==> src/rtl/ctrl_unit.sv <==
// Hardwired control sequencer for the CPU datapath: fetch T0-T2, execute T3-T7,
// opcode decode from IR, memory wait-state handshake with timeout, halt handling.
//
// state   | meaning
// RESET   | held by clear=0, all strobes low
// T0      | PC to MAR, PC+1 into Z
// T1      | Z to PC, memory read (wait state)
// T2      | MDR to IR
// T3..T7  | execute steps, contents depend on opcode
// HALT    | stopped, left only via clear
module ctrl_unit #(
   parameter int unsigned WAIT_MAX = 15
) (
   input  logic        clk,
   input  logic        clear,
   input  logic [31:0] IR,
   input  logic        mem_rdy,
   input  logic        stop,
   output logic        PCout,
   output logic        Zlowout,
   output logic        MDRout,
   output logic        Cout,
   output logic        BAout,
   output logic        Rout,
   output logic        MARin,
   output logic        Zin,
   output logic        PCin,
   output logic        MDRin,
   output logic        IRin,
   output logic        Yin,
   output logic        Rin,
   output logic        Gra,
   output logic        Grb,
   output logic        Grc,
   output logic        IncPC,
   output logic        Read,
   output logic        Write,
   output logic        ADD,
   output logic        SUB,
   output logic        AND,
   output logic        OR,
   output logic        SHR,
   output logic        SHL,
   output logic        ROR,
   output logic        ROL,
   output logic        NEG,
   output logic        NOT,
   output logic        Run,
   output logic        mem_err
);

   typedef enum logic [3:0] {
      S_RESET, S_T0, S_T1, S_T2, S_T3, S_T4, S_T5, S_T6, S_T7, S_HALT
   } state_t;

   localparam logic [3:0] LP_WAIT_MAX = 4'(WAIT_MAX);

   state_t     r_state;
   logic [3:0] r_wait_cnt;
   logic       r_mem_err;

   logic [4:0] w_op;
   logic       w_is_ld, w_is_ldi, w_is_st, w_is_mem, w_is_alu2, w_is_un, w_is_halt;
   logic       w_wait, w_end;
   logic [9:0] w_alu_hot;
   logic [9:0] w_alu;
   logic       w_unused;

   assign w_op      = IR[31:27];
   assign w_unused  = ^IR[26:0];
   assign w_is_ld   = (w_op == 5'd0);
   assign w_is_ldi  = (w_op == 5'd1);
   assign w_is_st   = (w_op == 5'd2);
   assign w_is_mem  = w_is_ld | w_is_ldi | w_is_st;
   assign w_is_alu2 = (w_op >= 5'd3) && (w_op <= 5'd10);
   assign w_is_un   = (w_op == 5'd14) || (w_op == 5'd15);
   assign w_is_halt = (w_op == 5'd27);

   // ALU select lines ordered ADD (bit 9) down to NOT (bit 0)
   always_comb begin
      w_alu_hot = '0;
      if (w_is_alu2)
         w_alu_hot = 10'b10_0000_0000 >> (w_op - 5'd3);
      else if (w_op == 5'd14)
         w_alu_hot = 10'b00_0000_0010;
      else if (w_op == 5'd15)
         w_alu_hot = 10'b00_0000_0001;
   end

   assign w_wait = (r_state == S_T1) ||
                   ((r_state == S_T6) && w_is_ld) ||
                   ((r_state == S_T7) && w_is_st);

   assign w_end  = ((r_state == S_T3) && !(w_is_mem || w_is_alu2 || w_is_un || w_is_halt)) ||
                   ((r_state == S_T4) && w_is_un) ||
                   ((r_state == S_T5) && (w_is_alu2 || w_is_ldi)) ||
                   ((r_state == S_T7) && w_is_ld) ||
                   ((r_state == S_T7) && w_is_st && mem_rdy);

   always_ff @(posedge clk or negedge clear) begin
      if (!clear) begin
         r_state    <= S_RESET;
         r_wait_cnt <= '0;
         r_mem_err  <= 1'b0;
      end else begin
         r_wait_cnt <= '0;
         if (w_wait && !mem_rdy) begin
            if (r_wait_cnt == LP_WAIT_MAX) begin
               r_state   <= S_HALT;
               r_mem_err <= 1'b1;
            end else begin
               r_wait_cnt <= r_wait_cnt + 4'd1;
            end
         end else if (w_end) begin
            r_state <= stop ? S_HALT : S_T0;
         end else begin
            case (r_state)
               S_RESET: r_state <= S_T0;
               S_T0:    r_state <= S_T1;
               S_T1:    r_state <= S_T2;
               S_T2:    r_state <= S_T3;
               S_T3:    r_state <= w_is_halt ? S_HALT : S_T4;
               S_T4:    r_state <= S_T5;
               S_T5:    r_state <= S_T6;
               S_T6:    r_state <= S_T7;
               default: r_state <= r_state;
            endcase
         end
      end
   end

   // Strobes follow the current state combinationally: IR is only loaded on the
   // T2->T3 edge, so opcode-dependent steps cannot be pre-registered.
   always_comb begin
      PCout = 1'b0; Zlowout = 1'b0; MDRout = 1'b0; Cout  = 1'b0; BAout = 1'b0;
      Rout  = 1'b0; MARin   = 1'b0; Zin    = 1'b0; PCin  = 1'b0; MDRin = 1'b0;
      IRin  = 1'b0; Yin     = 1'b0; Rin    = 1'b0; Gra   = 1'b0; Grb   = 1'b0;
      Grc   = 1'b0; IncPC   = 1'b0; Read   = 1'b0; Write = 1'b0;
      w_alu = '0;
      case (r_state)
         S_T0: begin PCout = 1'b1; MARin = 1'b1; IncPC = 1'b1; Zin = 1'b1; end
         S_T1: begin Zlowout = 1'b1; PCin = 1'b1; Read = 1'b1; MDRin = 1'b1; end
         S_T2: begin MDRout = 1'b1; IRin = 1'b1; end
         S_T3: begin
            if (w_is_mem) begin
               Grb = 1'b1; BAout = 1'b1; Yin = 1'b1;
            end else if (w_is_alu2) begin
               Grb = 1'b1; Rout = 1'b1; Yin = 1'b1;
            end else if (w_is_un) begin
               Grb = 1'b1; Rout = 1'b1; Zin = 1'b1; w_alu = w_alu_hot;
            end
         end
         S_T4: begin
            if (w_is_mem) begin
               Cout = 1'b1; Zin = 1'b1; w_alu = 10'b10_0000_0000;
            end else if (w_is_alu2) begin
               Grc = 1'b1; Rout = 1'b1; Zin = 1'b1; w_alu = w_alu_hot;
            end else if (w_is_un) begin
               Zlowout = 1'b1; Gra = 1'b1; Rin = 1'b1;
            end
         end
         S_T5: begin
            if (w_is_alu2 || w_is_ldi) begin
               Zlowout = 1'b1; Gra = 1'b1; Rin = 1'b1;
            end else if (w_is_ld || w_is_st) begin
               Zlowout = 1'b1; MARin = 1'b1;
            end
         end
         S_T6: begin
            if (w_is_ld) begin
               Read = 1'b1; MDRin = 1'b1;
            end else if (w_is_st) begin
               Gra = 1'b1; Rout = 1'b1; MDRin = 1'b1;
            end
         end
         S_T7: begin
            if (w_is_ld) begin
               MDRout = 1'b1; Gra = 1'b1; Rin = 1'b1;
            end else if (w_is_st) begin
               Write = 1'b1;
            end
         end
         default: ;
      endcase
   end

   assign {ADD, SUB, AND, OR, SHR, SHL, ROR, ROL, NEG, NOT} = w_alu;
   assign Run     = (r_state != S_RESET) && (r_state != S_HALT);
   assign mem_err = r_mem_err;

endmodule

==> config.mk <==
export PLATFORM = sky130hd
export DESIGN_NAME = ctrl_unit
export DESIGN_NICKNAME = d
export VERILOG_FILES = /design/src/rtl/ctrl_unit.sv
export SDC_FILE = /design/constraint.sdc
export NUM_CORES = 1
export LEC_CHECK = 0
export ABC_AREA = 1
export BUFFER_PORTS_ARGS = -buffer_cell sky130_fd_sc_hd__buf_2
export CORE_ASPECT_RATIO = 0.7
export CORE_MARGIN = 2
export CORE_UTILIZATION = 30
export CTS_CLUSTER_DIAMETER = 60
export DETAILED_ROUTE_END_ITERATION = 6
export GPL_TIMING_DRIVEN = 1
export SETUP_SLACK_MARGIN = 0.02
export SLEW_MARGIN = 20
export SYNTH_ARGS = -nofsm -noshare
export SYNTH_HDL_FRONTEND = slang
export SYNTH_SLANG_ARGS = --single-unit
==> constraint.sdc <==
create_clock -name clk -period 1.57 [get_ports clk]
set_clock_uncertainty 0.15 [all_clocks]
set_input_delay 0.157 -clock clk [delete_from_list [all_inputs] [get_ports clk]]
set_output_delay 0.157 -clock clk [all_outputs]
set_load 0.005 [all_outputs]
### Word level (Yosys, flattened, before mapping)

Index checks and enable logic that the tools add are counted.

| word-level totals | value |
|---|---|
| logic and storage cells | 109 |
| flip-flop bits (word level) | 9 |
| output and inout port bits | 31 |

| operators by class | value |
|---|---|
| shift operators | 1 |
| equality and inequality tests | 16 |
| reduce and logical (&&, ||, !) cells | 30 |
| add/sub/neg operators | 2 |
| mux-type cells | 53 |
| order comparisons | 2 |
| bitwise operators | 2 |

Operators by type and width:

| kind | count |
|---|---|
| $mux 10 | 6 |
| $pmux 4 s8 | 1 |
| $mux 1 | 28 |
| $mux 4 | 7 |
| $pmux 10 s2 | 1 |
| $eq 4x3->1 const B | 4 |
| $logic_or 1x1->1 | 12 |
| $pmux 1 s3 | 4 |
| $eq 5x4->1 const B | 2 |
| $logic_and 1x1->1 | 10 |
| $reduce_bool 10->1 | 1 |
| $shr 10x5->10 const A | 1 |
| $eq 4x2->1 const B | 2 |
| $eq 4x4->1 const B | 2 |
| $pmux 1 s2 | 4 |
| $eq 5x1->1 const B | 1 |
| $eq 5x2->1 const B | 1 |
| $eq 5x5->1 const B | 1 |
| $ge 5x2->1 const B | 1 |
| $le 5x4->1 const B | 1 |
| $logic_not 5->1 | 1 |
| $sub 5x2->5 const B | 1 |
| $add 4x1->4 const B | 1 |
| $eq 4x1->1 const B | 1 |
| 9 further kinds | 12 |

### Logic depth before layout (Yosys ltp)

| logic depth | value |
|---|---|
| word-level depth | 14 |
| depth in mapped cells | 12 |
| mapped depth without buffers | 12 |

### Least setup slack after synthesis

No wires, ideal clock.

| path | value |
|---|---|
| path kind | register to register |
| start point | reg r_state[0] |
| end point | reg r_state[1] |
| cell stages (with the launch flop) | 11 |
| clock period less this slack | 1.613 ns |
| path buffers | 0 |
| path slack | -0.043 ns |
| data required time | 1.302 ns |
| arrival time | 1.346 ns |
| path through | dfrtp_1 nor2_1 nand2_1 nor2_2 nand3_1 nand2_1 nor2_2 nand2_1 nand2_2 nand2_1 o21ai_2 |

| on the way | value |
|---|---|
| word-level cells in the longest chain between the ends | 8 |
| elaborated cells between the ends (all ways) | 29 |
| classes of those cells | eq/ne: 9; mux: 3; reduce/logical: 17 |

Ends and longest elaborated chain:

| what | line | RTL |
|---|---|---|
| from (decl) | 58 | `state_t r_state;` |
| from (signal assigned) | 115 | `r_state <= stop ? S_HALT : S_T0;` |
| from (signal assigned) | 122 | `S_T3: r_state <= w_is_halt ? S_HALT : S_T4;` |
| from (signal assigned) | 126 | `default: r_state <= r_state;` |
| $eq 4x3->1 (on tied branches) | 94, 117, 95 |  |
| $logic_and 1x1->1 (on tied branches) | 94, 95 |  |
| $logic_or 1x1->1 | 94 | `assign w_end = ((r_state == S_T3) && !(w_is_mem \|\| w_is_alu2 \|\| w_is_un \|\| w_is_halt)) \|\|` |
| $logic_or 1x1->1 | 95 | `((r_state == S_T4) && w_is_un) \|\|` |
| $logic_or 1x1->1 | 96 | `((r_state == S_T5) && (w_is_alu2 \|\| w_is_ldi)) \|\|` |
| $logic_or 1x1->1 | 97 | `((r_state == S_T7) && w_is_ld) \|\|` |
| $reduce_bool 10->1 (no source line) or $mux 4 (tied branches) | -- |  |
| $reduce_and 2->1 (no source line) or $mux 4 (tied branches) | -- |  |

Parallel ways exist; a longest one is shown, timed or not.
A chain may end at the register's enable or synchronous reset.

### Worst setup path after layout

| path | value |
|---|---|
| start point | reg r_state[3] |
| end point | out AND |

| on the way | value |
|---|---|
| word-level cells in the longest chain between the ends | 2 |
| elaborated cells between the ends (all ways) | 3 |
| classes of those cells | eq/ne: 2; mux: 1 |

Ends and longest elaborated chain:

| what | line | RTL |
|---|---|---|
| $eq 4x3->1 | 140 | `case (r_state)` |
| $pmux 10 s2 (*) | 140 |  |
| to (decl) | 40 | `output logic AND,` |

Every way passes the cells marked *; elsewhere a longest branch is shown, timed or not.

==> results by group <==
Timing
  • Fin. max-slew vios: 0
  • Final Critical Period: 1910 ps
  • Fmax: around 0.52 GHz
  • WHS: 147 ps
  • Fin. Hold Viols: 0
  • Unrepaired setup endpoints after global routing: yes
  • Worst-Margin Slew: 341 ps
  • Final worst path period share: 122%
  • Crit path setup slack, layout: -343 ps
  • Slew margin rel.: 77.2%
  • Setup violators final: 36

Layout
  • Layout cells sized above 1: 67.0%
  • Area Overhead vs Synth: 120%
  • N_diodes: 0
  • Cell Count, Final, Fillers Out: ~300
  • Fill cells: 230
  • Post-layout util: 68.0%
  • Net count, final: 304

Die
  • Chip width: between 70 and 80 um
  • Initial core utilization: a little under a third
  • Row count: 17
  • Die height: between 50 and 60 um
  • Die area: 0.00365 mm2
  • Number of placed I/O pins: 67
  • Core Region: between 0.003 and 0.004 mm2

Logic synthesis
  • Synthesized cell area: 953 um2
  • Seq/Total Area, Yosys: 23.6%
  • Number of flops mapped to enable cells by yosys: 0
  • Synth area leaders: dfrtp_1 (24%), nand2_1 (15%), inv_1 (11%)
  • Synth top area share: 23.6%
  • Count leader, synth: nand2_1
  • Ys flop type: dfrtp_1
  • Syn_nets: 197
  • Synth area leader: dfrtp_1
  • Synth top cells by count: nand2_1 (38), inv_1 (29), nor2_1 (24)
  • Async set-reset flop share out of synthesis: 100%
  • Synthesized instance count: 158
  • Mean area per synthesized cell: 6.03 um2
  • Ys Warns: 0
  • Yosys cell types: 27
  • Flops & latches, synth: 9

Setup path
  • Worst setup path category: reg -> out
  • Startpoint Class: register
  • RR Startpoint: r_state[1]$_DFFE_PN0P_
  • Origin of the worst setup path: r_state[3]$_DFFE_PN0P_
  • CP endpoint kind: primary output
  • Slowest stage cell, crit path: dfrtp_1
  • Worst path bufs/invs: 2
  • Crit path cell chain: inv_2 > nand2_4 > nor2_4 > nand2_2 > or2_4 > nor4_2 > buf_2
  • Arr. time, crit path: 1610 ps
  • Crit-path max cell delay: 410 ps
  • WP data required: 1260 ps
  • CP Max Fanout: 5
  • Delay-heaviest family, CP: simple AND/OR/NAND/NOR gates

Power
  • VDD IR-drop max: between 0.0005 and 0.0006 V
  • P_leak: 1.15 nW
  • Pwr Density: around 1400 mW/mm2
  • Final Total Pwr: 2.91 mW

Drt
  • WL final: 4.25 mm
  • Residual DRC count: 0
  • DR vias/cell: 4.92
  • DR WL/cell: around 14 um
  • Detailed-route via count: 1486
  • Drt pass-1 iters: 4
  • Post-route ant nets: 0
  • Initial DRC Count: 95

CTS
  • CTS H-Tree Depth: 1
  • Root Buffer: clkbuf_8
  • Clock slew at reported path FFs: 50 ps
  • Total CTS buffers: 3
  • Clock sinks: 9
  • Skew-Pair Late Insertion Delay: around 240 ps
  • CTS tree: done
  • Clock Path Buffers: 2

Placed design
  • PortBufs: 39
  • GP Congestion: 0.876
  • Final HPWL DP: around 2.6 mm
  • Placed cells: approximately 270
  • Post-Place Setup Slack: -179 ps

Run status
  • Status: finished, violations left
  • Failing checks: setup timing

Global routing
  • Initial antenna violation count: 0
  • Vias in the first global route: 1383
  • Overflow after GRT: 0
  • Largest net degree at the start of global routing: 10
  • First-pass GRT wire length: 6.35 mm
  • Tot GR Track Use: 22.8%

Worst hold path
  • Worst min-delay path category: in -> async

Run
  • Number of max-cap violations: 0
final timing paths:
kind	to	slack (ps)	depth (start not counted)
hold / removal	r_wait_cnt[3]$_DFF_PN0_	150	2
min in group clk	r_state[3]$_DFFE_PN0P_	180	5
setup / recovery	AND	-340	7
max in group asynchronous	r_state[1]$_DFFE_PN0P_	920	2
hold reg to reg	r_wait_cnt[0]$_DFF_PN0_	320	1
setup reg to reg	r_state[3]$_DFFE_PN0P_	-300	12
placed cells by master, fill, tap and decap left out, drive strengths merged, types with 2 or more instances in the layout:
cell type / instances
a21oi: 6
inv: 30
o21ai: 7
ha: 3
o211ai: 2
clkbuf: 4
buf: 102
nand2: 43
nor3: 5
dfrtp: 9
nand3: 15
nor2: 28
nand4: 2
power breakdown:
group | total, mW | internal (mW) | switching [mW] | leakage [nW]
clock network | 0.278 | 0.178 | 0.101 | 0.0228
logic | 2.23 | 1.12 | 1.11 | 1.02
registers | 0.400 | 0.299 | 0.102 | 0.113
state kept, by name (all words and copies together) (netlist names):
name / flops
r_wait_cnt: 4
r_state: 4
mem_err: 1
stage by stage:
stage	TNS (ps)	instance area [um2]
after floorplan	0	961
after global placement	-1240	1490
after detailed placement	-1410	1490
after CTS	-4590	1920
after global routing	-9370	2100
final	-7290	2100
worst reg2reg max path: stages (launching register included):
cell,delay (ps)
dfrtp_2,450
buf_4,160
buf_6,100
buf_4,140
nand3_4,90
buf_6,110
nand3_4,100
nand2_4,110
nor2_4,50
inv_2,90
nand2_4,80
nand2_2,60
nand2_1,60
routing by layer:
metal  vias up  GRT usage (%)  part of all wire, %
li1        720              -                    -
met1       695           30.9                   43
met2        58           35.5                   47
met3        13           4.34                  7.3
met4         0           9.43                  2.6
met5         -              0                    0
cells by family after synthesis:
family,share of synthesized area [%]
compound gates,12.1
xor+xnor,0.919
simple gates,46.9
flops,23.6
buf+inv,12.6
fa+ha+maj,3.94
repair_timing:
| action | 4_1_cts | 5_1_grt |
|---|---|---|
| pin swaps | 18 | 15 |
| endpoints found under the hold margin | 9 | 0 |
| gates resized for setup | 79 | 34 |
| buffers inserted | 18 | 11 |
| hold buffers | 1 | 0 |
| endpoints found under the setup margin | 39 | 39 |
layout make-up:
type	instances	area, um2	share of cell area (%)
multi-input combinational	118	880	42.0
timing repair buffer	103	769	36.7
sequential	9	229	10.9
inverter	30	125	5.97
tap	38	47.5	2.27
clock buffer	4	45.0	2.15
Power figures use the tool's default switching activity.
